--- src/rtl/plot_sink_if.sv ---
// Pixel stream and framebuffer write port bundle for plot_sink.
// The drawing side (master) drives pixels and control; plot_sink (slave) drives RAM writes and status.
interface plot_sink_if #(
    parameter int COLOUR_W = 3
);
    logic [7:0]          vga_x;
    logic [6:0]          vga_y;
    logic [COLOUR_W-1:0] vga_colour;
    logic                vga_plot;
    logic                clear_start;
    logic                fb_stall;
    logic [14:0]         fb_addr;
    logic [COLOUR_W-1:0] fb_wdata;
    logic                fb_we;
    logic                clear_done;
    logic                busy;
    logic                overflow;
    logic [7:0]          drop_cnt;

    modport master (
        output vga_x, vga_y, vga_colour, vga_plot, clear_start, fb_stall,
        input  fb_addr, fb_wdata, fb_we, clear_done, busy, overflow, drop_cnt
    );

    modport slave (
        input  vga_x, vga_y, vga_colour, vga_plot, clear_start, fb_stall,
        output fb_addr, fb_wdata, fb_we, clear_done, busy, overflow, drop_cnt
    );
endinterface

--- src/rtl/plot_sink.sv ---
// Pixel stream sink: buffers on-screen pixels in a FIFO and writes them to a 160x120
// framebuffer RAM, with a full-screen clear sweep that stalls draining while it runs.
module plot_sink #(
    parameter int FIFO_DEPTH   = 8,
    parameter int COLOUR_W     = 3,
    parameter int CLEAR_COLOUR = 0
) (
    input  logic       clk,
    input  logic       rst,
    plot_sink_if.slave bus
);

    localparam int          AW        = $clog2(FIFO_DEPTH);
    localparam int          EW        = 8 + 7 + COLOUR_W;
    localparam logic [14:0] LAST_ADDR = 15'd19199;

    localparam logic [1:0] S_IDLE  = 2'd0;
    localparam logic [1:0] S_CLEAR = 2'd1;
    localparam logic [1:0] S_DONE  = 2'd2;

    logic [1:0]          r_state;
    logic [14:0]         r_sweep;
    logic [EW-1:0]       r_mem [FIFO_DEPTH];
    logic [AW:0]         r_wr_ptr;
    logic [AW:0]         r_rd_ptr;
    logic [14:0]         r_fb_addr;
    logic [COLOUR_W-1:0] r_fb_wdata;
    logic                r_fb_we;
    logic                r_overflow;
    logic [7:0]          r_drop_cnt;

    logic                w_empty;
    logic                w_full;
    logic                w_in_range;
    logic                w_pop;
    logic                w_push;
    logic                w_reject;
    logic                w_sweep_last;
    logic [EW-1:0]       w_head;
    logic [7:0]          w_head_x;
    logic [6:0]          w_head_y;
    logic [COLOUR_W-1:0] w_head_colour;
    logic [14:0]         w_head_addr;

    // Pointers carry one extra wrap bit so full and empty are distinguishable.
    assign w_empty = (r_wr_ptr == r_rd_ptr);
    assign w_full  = (r_wr_ptr[AW] != r_rd_ptr[AW]) &&
                     (r_wr_ptr[AW-1:0] == r_rd_ptr[AW-1:0]);

    assign w_in_range = (bus.vga_x < 8'd160) && (bus.vga_y < 7'd120);

    // A pending clear_start takes priority over draining; the pop waits until after the sweep.
    assign w_pop    = (r_state == S_IDLE) && !bus.clear_start && !w_empty && !bus.fb_stall;
    assign w_push   = bus.vga_plot && w_in_range && (!w_full || w_pop);
    assign w_reject = bus.vga_plot && w_in_range && w_full && !w_pop;

    assign w_sweep_last = (r_state == S_CLEAR) && !bus.fb_stall && (r_sweep == LAST_ADDR);

    assign w_head = r_mem[r_rd_ptr[AW-1:0]];
    assign {w_head_x, w_head_y, w_head_colour} = w_head;
    // y*160 + x as y*128 + y*32 + x.
    assign w_head_addr = {1'b0, w_head_y, 7'b0} + {3'b0, w_head_y, 5'b0} + {7'b0, w_head_x};

    // NOTE: the FIFO storage has no reset; the pointers alone define which entries are valid,
    // so clearing the array would only cost reset routing.
    always_ff @(posedge clk) begin
        if (w_push) begin
            r_mem[r_wr_ptr[AW-1:0]] <= {bus.vga_x, bus.vga_y, bus.vga_colour};
        end
    end

    // NOTE: every clocked register uses non-blocking assignment so all updates in this edge
    // see the pre-edge values, regardless of statement order or block order.
    always_ff @(posedge clk or posedge rst) begin
        if (rst) begin
            r_wr_ptr <= '0;
            r_rd_ptr <= '0;
        end else begin
            if (w_push) r_wr_ptr <= r_wr_ptr + (AW+1)'(1);
            if (w_pop)  r_rd_ptr <= r_rd_ptr + (AW+1)'(1);
        end
    end

    always_ff @(posedge clk or posedge rst) begin
        if (rst) begin
            r_state    <= S_IDLE;
            r_sweep    <= '0;
            r_fb_addr  <= '0;
            r_fb_wdata <= '0;
            r_fb_we    <= 1'b0;
        end else begin
            case (r_state)
                S_IDLE: begin
                    if (bus.clear_start) begin
                        r_state <= S_CLEAR;
                        r_sweep <= '0;
                        r_fb_we <= 1'b0;
                    end else if (w_pop) begin
                        r_fb_addr  <= w_head_addr;
                        r_fb_wdata <= w_head_colour;
                        r_fb_we    <= 1'b1;
                    end else begin
                        r_fb_we <= 1'b0;
                    end
                end
                S_CLEAR: begin
                    if (!bus.fb_stall) begin
                        r_fb_addr  <= r_sweep;
                        r_fb_wdata <= COLOUR_W'(CLEAR_COLOUR);
                        r_fb_we    <= 1'b1;
                        r_sweep    <= r_sweep + 15'd1;
                        if (w_sweep_last) r_state <= S_DONE;
                    end else begin
                        r_fb_we <= 1'b0;
                    end
                end
                S_DONE: begin
                    r_fb_we <= 1'b0;
                    r_state <= S_IDLE;
                end
                default: begin
                    r_fb_we <= 1'b0;
                    r_state <= S_IDLE;
                end
            endcase
        end
    end

    // Overflow is cleared as the sweep completes so it already reads 0 while clear_done is high.
    always_ff @(posedge clk or posedge rst) begin
        if (rst) begin
            r_overflow <= 1'b0;
        end else if (w_sweep_last || (r_state == S_DONE)) begin
            r_overflow <= 1'b0;
        end else if (w_reject) begin
            r_overflow <= 1'b1;
        end
    end

    always_ff @(posedge clk or posedge rst) begin
        if (rst) begin
            r_drop_cnt <= '0;
        end else if (bus.vga_plot && !w_in_range && (r_drop_cnt != 8'hFF)) begin
            r_drop_cnt <= r_drop_cnt + 8'd1;
        end
    end

    assign bus.fb_addr    = r_fb_addr;
    assign bus.fb_wdata   = r_fb_wdata;
    assign bus.fb_we      = r_fb_we;
    assign bus.clear_done = (r_state == S_DONE);
    assign bus.busy       = (r_state != S_IDLE) || !w_empty;
    assign bus.overflow   = r_overflow;
    assign bus.drop_cnt   = r_drop_cnt;

endmodule

--- src/flat_wrapper.sv ---
// flat-port wrapper written by rule: the top's interface ports become plain ports
module plot_sink_flat 
#(
    parameter int FIFO_DEPTH   = 8,
    parameter int COLOUR_W     = 3,
    parameter int CLEAR_COLOUR = 0
)
  (clk, rst, bus_vga_x, bus_vga_y, bus_vga_colour, bus_vga_plot, bus_clear_start, bus_fb_stall, bus_fb_addr, bus_fb_wdata, bus_fb_we, bus_clear_done, bus_busy, bus_overflow, bus_drop_cnt);
  plot_sink_if #(.COLOUR_W(COLOUR_W)) bus_i ();
  input  logic clk;
  input  logic rst;
  input wire logic [$bits(bus_i.vga_x)-1:0] bus_vga_x;
  input wire logic [$bits(bus_i.vga_y)-1:0] bus_vga_y;
  input wire logic [$bits(bus_i.vga_colour)-1:0] bus_vga_colour;
  input wire logic [$bits(bus_i.vga_plot)-1:0] bus_vga_plot;
  input wire logic [$bits(bus_i.clear_start)-1:0] bus_clear_start;
  input wire logic [$bits(bus_i.fb_stall)-1:0] bus_fb_stall;
  output wire logic [$bits(bus_i.fb_addr)-1:0] bus_fb_addr;
  output wire logic [$bits(bus_i.fb_wdata)-1:0] bus_fb_wdata;
  output wire logic [$bits(bus_i.fb_we)-1:0] bus_fb_we;
  output wire logic [$bits(bus_i.clear_done)-1:0] bus_clear_done;
  output wire logic [$bits(bus_i.busy)-1:0] bus_busy;
  output wire logic [$bits(bus_i.overflow)-1:0] bus_overflow;
  output wire logic [$bits(bus_i.drop_cnt)-1:0] bus_drop_cnt;
  assign bus_i.vga_x = bus_vga_x;
  assign bus_i.vga_y = bus_vga_y;
  assign bus_i.vga_colour = bus_vga_colour;
  assign bus_i.vga_plot = bus_vga_plot;
  assign bus_i.clear_start = bus_clear_start;
  assign bus_i.fb_stall = bus_fb_stall;
  assign bus_fb_addr = bus_i.fb_addr;
  assign bus_fb_wdata = bus_i.fb_wdata;
  assign bus_fb_we = bus_i.fb_we;
  assign bus_clear_done = bus_i.clear_done;
  assign bus_busy = bus_i.busy;
  assign bus_overflow = bus_i.overflow;
  assign bus_drop_cnt = bus_i.drop_cnt;
  plot_sink #(.FIFO_DEPTH(FIFO_DEPTH), .COLOUR_W(COLOUR_W), .CLEAR_COLOUR(CLEAR_COLOUR)) u_core (.clk(clk), .rst(rst), .bus(bus_i));
endmodule
--- config.mk ---
export PLATFORM = sky130hd
export DESIGN_NAME = plot_sink_flat
export DESIGN_NICKNAME = d
export VERILOG_FILES = /design/src/rtl/plot_sink_if.sv /design/src/rtl/plot_sink.sv /design/src/flat_wrapper.sv
export SDC_FILE = /design/constraint.sdc
export NUM_CORES = 1
export LEC_CHECK = 0
export CORE_ASPECT_RATIO = 1.25
export CORE_MARGIN = 4
export CORE_UTILIZATION = 40
export DETAILED_ROUTE_END_ITERATION = 12
export GPL_ROUTABILITY_DRIVEN = 0
export MAX_ROUTING_LAYER = met4
export PLACE_DENSITY = 0.58
export SYNTH_ARGS = -nofsm -noshare
export SYNTH_HDL_FRONTEND = slang
export SYNTH_SLANG_ARGS = --single-unit
--- constraint.sdc ---
create_clock -name clk -period 9.5 [get_ports clk]
set_clock_uncertainty 0.05 [all_clocks]
set_input_delay 2.375 -clock clk [delete_from_list [all_inputs] [get_ports clk]]
set_output_delay 2.375 -clock clk [all_outputs]
set_load 0.02 [all_outputs]
[Word level (Yosys, flattened, before mapping)]
Memory sizes are Yosys's and may differ from the RTL's.
Cells that the tools add are included.
W data, S select, Z words.
Word-level totals
  register bits: 53
  bits in writable memories: 144
  input bits: 23
  output and inout port bits: 30
  logic and storage cells: 82
  memories kept: 1
Cells by class
  add/subtract/negate cells: 6
  $lt $le $gt $ge: 2
  equal/unequal tests: 12
  muxes and demuxes: 23
  reduce and logical (&&, ||, !) cells: 29
Memories
  u_core.r_mem: words 8, width 18, read ports 1, clocked after Yosys merged registers in 0, write ports 1, line plot_sink.sv:23  | logic [EW-1:0] r_mem [FIFO_DEPTH];
Operators with widths (number)
  $mux W15: 5
  $pmux W15 S2: 2
  $add A14 B12 Y15: 1
  $add A15 B1 Y15 const B: 1
  $add A15 B8 Y15: 1
  $eq A15 B15 Y1 const B: 1
  $logic_and A1 B1 Y1: 13
  $mux W3: 3
  $add A4 B1 Y4 const B: 2
  $add A8 B1 Y8 const B: 1
  $lt A8 B8 Y1 const B: 1
  $ne A8 B8 Y1 const B: 1
  $lt A7 B7 Y1 const B: 1
  $mux W1: 7
  $logic_not A1 Y1: 6
  $mux W2: 3
  $ne A2 B2 Y1 const B: 3
  $pmux W3 S2: 1
  $reduce_and A3 Y1: 2
  $reduce_bool A2 Y1: 3
  $eq A4 B4 Y1: 1
  $ne A2 B1 Y1 const B: 2
  $pmux W2 S2: 1
  $reduce_and A4 Y1: 1
  other kinds (7): 9

[Longest topological paths before layout]
  depth after elaboration: 8
  gate-level depth with buffers: 14
  mapped depth without buffers: 11

[Worst setup path after synthesis]
No wires, ideal clock.
  path kind: input port to flip-flop
  start point: input bus_vga_x[6]
  end point: memory u_core.r_mem[1][0] in the netlist's numbering (enable)
  setup time: 0.420 ns
  arrival time: 4.538 ns
  data required time: 9.030 ns
  setup slack: 4.493 ns
  stages on the path: 5
  buffers on the path: 0
  path through: o21ai_0 -> nand3_1 -> a31oi_2 -> nand2b_1 -> nor3b_1
On the way
  word-level cells in the longest chain between the ends: 6
RTL lines
  from (decl): line flat_wrapper.sv:12  | input wire logic [$bits(bus_i.vga_x)-1:0] bus_vga_x;
  $lt A8 B8 Y1: line plot_sink.sv:50  | assign w_in_range = (bus.vga_x < 8'd160) && (bus.vga_y < 7'd120);
  $logic_and A1 B1 Y1: line plot_sink.sv:50
  $logic_and A1 B1 Y1 (2 in a row): line plot_sink.sv:54  | assign w_push = bus.vga_plot && w_in_range && (!w_full || w_pop);
  $mux W1: line plot_sink.sv:67  | if (w_push) begin
  $mux W1 (not written as such): line plot_sink.sv:68  | r_mem[r_wr_ptr[AW-1:0]] <= {bus.vga_x, bus.vga_y, bus.vga_colour};
  to (decl): line plot_sink.sv:23
No other way between the ends.

[Final worst setup path]
  start point: input bus_vga_x[6]
  end point: memory u_core.r_mem[3][9] in the netlist's numbering (enable)
Same word-level chain as after synthesis.

==> results.tsv <==
metric	value	unit
cts_hold_buffers	0	
synth.ff_latch_count	197	
synth_flop_cell	edfxtp_1	
area_growth	17.2	%
ios	53	
tns	0	ns
ctsHtreeMaxLevel	4	
synth_most_common_cell	edfxtp_1	
n_antenna_cell	0	
grt_max_degree	54	
placed_cells	830	
setup_viol	0	
synthTopCellsByArea	edfxtp_1 51%, dfrtp_1 16%, mux4_2 7.7%	
globalRouteTotalUtil	0.147	
yosysSeqAreaShare	0.668	
drc	0	
whs_path_depth	2	
syn_area	0.00846	mm2
synthTopCellsByCount	144 x edfxtp_1, 53 x dfrtp_1, 41 x nand2_1, 31 x nor2_1, 29 x mux4_2	
detail_route.vias_per_cell	5.23	
worst_pin_slew	1.06	ns
slowest_delay	0.72	ns
crit_fanout	10	
clock_path_buffers	2	
min_period_over_period	0.547	
cts_tree	done	
hold_end	u_core.bus.fb_wdata[1]	
cts-buffers-inserted	17	
status	complete, no violations	
path_clk_slew	0.07	ns
fmax	0.192	GHz
final_cells	862	
synthesis.nets	558	
grt_pass1_wl	26000	um
reg2reg_to	u_core.bus.fb_addr[12]	
leakage	0.00349	uW
drtIter0Drc	232	
syn_area_per_cell	16.4	um2
first_pass_iters	4	
yosysTopAreaCell	edfxtp_1	
rows	59	
synth-edff-count	144	
routed_wl	16300	um
grt-ovfl-total	0	
clk_latency	0.43	ns
synth_top_area_frac	0.511	
antenna_found_initial	0	
initial_utilization	0.406	
worst-path-buf-inv	2	
worstSetupPathType	primary input to flip-flop	
cp_cell_sequence	clkdlybuf4s50_1, o21ai_0, nand3_1, a31oi_2, nand2_1, nor3b_2, buf_4	
power	3010	uW
hpwl	10800	um
arrival	5.27	ns
grt_pass1_vias	4704	
maxCapViolCount	0	
drv_slew	0	
root_buffer	clkbuf_16	
ys_async_sr_fraction	0.269	
hold_violations	0	
worst_hold_path_type	flip-flop to flip-flop	
wl_per_cell	18.9	um
min_from	u_core.bus.fb_wdata[1]	
cts_num_sinks	197	
yosysUniqueCellTypes	55	
dieArea	0.0236	mm2
detail-route-antenna-nets	0	
syn_inst	516	
dieHeight	171	um
crit_family	simple AND/OR/NAND/NOR gates	
period_minus_slack	5.20	ns
cts_setup_buffers	0	
endpoint_kind	flip-flop	
finalNetCount	617	
vias	4505	
r2r_slack	5.49	ns
crit_required	9.58	ns
start_kind	primary input	
relSlewSlack	0.297	
post-route-util	0.476	
layout-drive-gt1-share	0.168	
rsz0062_at_grt	false	
cpMaxStageDelayCell	nor3b_2	
portBuffers	52	
ir_drop	164	uV
die_width	138	um
core	0.0208	mm2
powerDensity	304	mW/mm2
r2r-start	u_core.r_rd_ptr[0]	
yosys_warnings	0	
ctsResizeCount	0	
reg2reg_depth	11	
==> metal layers <==
layer | wire length (um) | share of wire | vias up | track usage
met5 | 0 | 0 | - | -
met4 | 251 | 0.015 | 0 | 0.0524
met3 | 444 | 0.027 | 18 | 0.0238
met2 | 8630 | 0.53 | 73 | 0.255
met1 | 6940 | 0.43 | 2300 | 0.175
li1 | - | - | 2114 | -
==> cell usage in the layout, fill, tap and decap left out, drive strengths merged, types with 12 or more instances in the layout <==
| cell | netlist | routed |
|---|---|---|
| clkbuf | 9 | 17 |
| clkdlybuf4s50 | 0 | 52 |
| dfrtp | 53 | 53 |
| edfxtp | 144 | 144 |
| ha | 17 | 17 |
| inv | 6 | 15 |
| mux2 | 12 | 12 |
| mux4 | 36 | 36 |
| nand2 | 41 | 41 |
| nor2 | 32 | 32 |
| o21ai | 15 | 15 |
| xor2 | 23 | 23 |
==> state kept, by name, summed over array words and instances (netlist names) <==
name / flops
u_core.bus.fb_wdata: 3
u_core.bus.fb_addr: 15
u_core.r_state: 2
u_core.r_rd_ptr: 4
u_core.r_mem: 144
u_core.bus.overflow: 1
u_core.r_sweep: 15
u_core.bus.fb_we: 1
u_core.r_wr_ptr: 4
u_core.bus.drop_cnt: 8
==> how the worst max path moves through the flow <==
stage                           to  cells after the start          from
3_5_place_dp    u_core.r_mem[2][6]                      7  bus_vga_x[6]
2_1_floorplan   u_core.r_mem[1][0]                      5  bus_vga_x[6]
4_1_cts         u_core.r_mem[2][6]                      7  bus_vga_x[6]
6_report        u_core.r_mem[3][9]                      7  bus_vga_x[6]
3_3_place_gp   u_core.r_mem[2][16]                      7  bus_vga_x[6]
5_1_grt         u_core.r_mem[2][9]                      7  bus_vga_x[6]
==> cell families after synthesis <==
kind of cell	Yosys count	share of synthesized area
muxes	59	0.128
buffers and inverters	29	0.0179
DFF	197	0.668
AOI/OAI and AO/OA	53	0.0476
xor gates and xnor gates	34	0.0352
adders and majority gates	19	0.0299
and+or+nand+nor	125	0.0731
==> cell type report <==
| cell class | instances | area (um2) |
|---|---|---|
| clock buffers | 17 | 425 |
| multi-input cells | 290 | 2690 |
| fillers | 1809 | 10900 |
| repair buffers | 63 | 603 |
| clock inverters | 15 | 179 |
| flip-flops and latches | 197 | 5650 |
| inverters | 6 | 25.0 |
| well taps | 274 | 343 |
==> per-stage QoR <==
step | hold WS (ns) | cell area, um2 | worst slack [ns]
6_report | 0.430 | 9910 | 4.30
5_1_grt | 0.447 | 9910 | 4.06
4_1_cts | 0.438 | 9910 | 4.21
3_5_place_dp | 0.422 | 9310 | 3.78
3_3_place_gp | 0.416 | 9310 | 3.87
2_1_floorplan | 0.448 | 8460 | 4.49
==> worst reg2reg max path, stage by stage, from the launching register on <==
cell	delay [ns]
dfrtp_2	0.34
buf_4	0.59
mux4_2	0.63
mux2_2	0.32
ha_1	0.29
ha_1	0.24
fa_1	0.43
a211oi_1	0.33
o21bai_1	0.12
a211oi_1	0.27
o311ai_1	0.14
o21a_1	0.15
==> where the power goes <==
| part | internal [uW] | total, uW | switching, uW |
|---|---|---|---|
| Clock | 380 | 723 | 343 |
| Sequential | 1050 | 1120 | 76.1 |
| Combinational | 541 | 1160 | 624 |
Power figures use the tool's default switching activity.
==> RTL edit: new RTL, config.mk and constraints unchanged <==
`COLOUR_W` is set to 3 in 3 places; all go to 2.
--- a/src/rtl/plot_sink_if.sv
+++ b/src/rtl/plot_sink_if.sv
@@ -1,7 +1,7 @@
 // Pixel stream and framebuffer write port bundle for plot_sink.
 // The drawing side (master) drives pixels and control; plot_sink (slave) drives RAM writes and status.
 interface plot_sink_if #(
-    parameter int COLOUR_W = 3
+    parameter int COLOUR_W = 2
 );
     logic [7:0]          vga_x;
     logic [6:0]          vga_y;
--- a/src/rtl/plot_sink.sv
+++ b/src/rtl/plot_sink.sv
@@ -2,7 +2,7 @@
 // framebuffer RAM, with a full-screen clear sweep that stalls draining while it runs.
 module plot_sink #(
     parameter int FIFO_DEPTH   = 8,
-    parameter int COLOUR_W     = 3,
+    parameter int COLOUR_W     = 2,
     parameter int CLEAR_COLOUR = 0
 ) (
     input  logic       clk,
--- a/src/flat_wrapper.sv
+++ b/src/flat_wrapper.sv
@@ -2,7 +2,7 @@
 module plot_sink_flat 
 #(
     parameter int FIFO_DEPTH   = 8,
-    parameter int COLOUR_W     = 3,
+    parameter int COLOUR_W     = 2,
     parameter int CLEAR_COLOUR = 0
 )
   (clk, rst, bus_vga_x, bus_vga_y, bus_vga_colour, bus_vga_plot, bus_clear_start, bus_fb_stall, bus_fb_addr, bus_fb_wdata, bus_fb_we, bus_clear_done, bus_busy, bus_overflow, bus_drop_cnt);
Interface: changed (resized bus_fb_wdata and bus_vga_colour); port bits go from 53 to 51. The function was not compared with the original's and may differ.
==> RTL edit against the unedited design <==
Register-to-register slack lost 0.13 ns; global-route usage up 0.39 points; wire length fell by 4.9%; via count decreased by 2.8%; synthesized area down 4.4%; combinational power shrank 4%; sequential share of layout area about the same; design area down 4.7%; sequential cell count decreased by 9; total power decreased by 5.7%; maximum frequency grew 0.21%; setup slack better by 0.011 ns; highest routed layer unchanged.
==> RTL edit: results (changes against the unedited design) <==
Detailed routing
  – DR WL met3: 505 µm (+14%)
  – Met2 wire len: 8.22 mm (-4.7%)
  – Met1 WL: 6.40 mm (-7.7%)
  – Via-to-Cell Ratio: 5.18 (-0.96%)
  – Drt wl/cell: 18.3 µm (-3.1%)
  – Drt initial violations: 373 (+61%)

Logic synthesis
  – Synth top cells by count: edfxtp_1, dfrtp_1, nand2_1, nor2_1, mux4_2
  – Cells after synthesis: 510 (-1.2%)
  – Syn Std Cell Area: 0.00809 mm² (-4.4%)
  – Ys async rst share: 27.7% (+0.76 points)
  – Seq/Total Area, Yosys: 66.6% (-0.21 points)
  – Area contributors post-synth: edfxtp_1, dfrtp_1, mux4_2

Final layout
  – Buffering overhead: 6.25% (+0.16 points)
  – Clock-cell share: 5.80% (-0.30 points)
  – Share of cells above drive strength 1: 17.0% (+0.20 points)
  – Inverters: 10 (+4)
  – Max reg flops: 136 (-5.6%)
  – CLK BUF: 19 (+2)
  – Reg area: 0.00539 mm² (-4.7%)
  – Fill count: 1728 (-4.5%)
  – # nets final: 610 (-1.1%)
  – Non-clk bufs: 62 (-1.6%)

Global routing
  – Met2 usage: 24.8% (-0.77 points)
  – Largest net degree at the start of global routing: 53 (-1.9%)
  – Vias in the first global route: 4608 (-2.0%)
  – GRT Util Overall: 15.1% (+0.39 points)
  – Met3 Use GR: 3.08% (+0.70 points)
  – First-pass GRT wire length: 25.2 mm (-3.2%)

Worst hold path
  – Hold path endpoint: u_core.bus.fb_wdata[0]$_DFFE_PP0P_
  – Min-delay src: u_core.bus.fb_wdata[0]$_DFFE_PP0P_

Placed design
  – Dpl hpwl: 10.3 mm (-5.2%)
  – Cells after DPL: 815 (-1.8%)
  – Place WS: 4.04 ns (+0.261 ns)
  – Area after DPL: 0.00890 mm² (-4.4%)
  – Buffers on Ports: 50 (-3.8%)

Power and ir drop
  – Leakage: 3.35 nW (-4.1%)
  – Sequential share of power: 37.6% (+0.3 points)
  – Clk pwr: 0.660 mW (-8.7%)
  – Maximum VDD drop: 0.000163 V (-0.74%)
  – Pwr dens: 300 mW/mm² (-1.1%)
  – Cell Int Power: 1.86 mW (-5.4%)

Critical path
  – R2r setup slk: 5.36 ns (-0.13 ns)
  – Worst setup endpoint: bus_busy
  – CP Max Fanout: 38 (+28)
  – Crit path DAT: 2.76 ns (-2.51 ns)

Timing
  – Fin Hold WS: 0.429 ns (-0.00137 ns)
  – Least-Margin Pin Slew: 0.727 ns (-0.328 ns)

Status
  – Outcome: complete, no violations
-- RTL edit: cell count changes in the layout (fill, tap and decap cells not counted), moves of 3 or more --
cell      delta
edfxtp_1     -8
mux4_1       -7
nor2_1       +5
inv_8        -6
a22o_1       -4
nand4_1      +3
and2_1       +3
o21ai_1      -6
and4_1       -3
a21oi_1      +3
o21ai_0     +11
mux4_2       +5
inv_1        +4
-- RTL edit: critical path, cell delays in order, from the launching register on --
cell	delay, ns
dfrtp_2	0.34
buf_4	0.58
xor2_1	0.18
nor3_1	0.46
nand3_1	0.20
clkdlybuf4s50_1	0.57
-- RTL edit: kinds of logic (layout without fill, tap and decap cells) --
group | count (synthesis) | count (layout) | synth area share [%]
AO/OA/AOI/OAI | 55 | 55 | 4.73
XOR/XNOR | 33 | 33 | 3.57
adder cells (fa/ha/maj) | 19 | 19 | 3.12
buffers and inverters | 32 | 103 | 2.15
flip-flops | 188 | 188 | 66.6
multiplexers | 54 | 54 | 12.1
AND/OR/NAND/NOR | 129 | 129 | 7.74
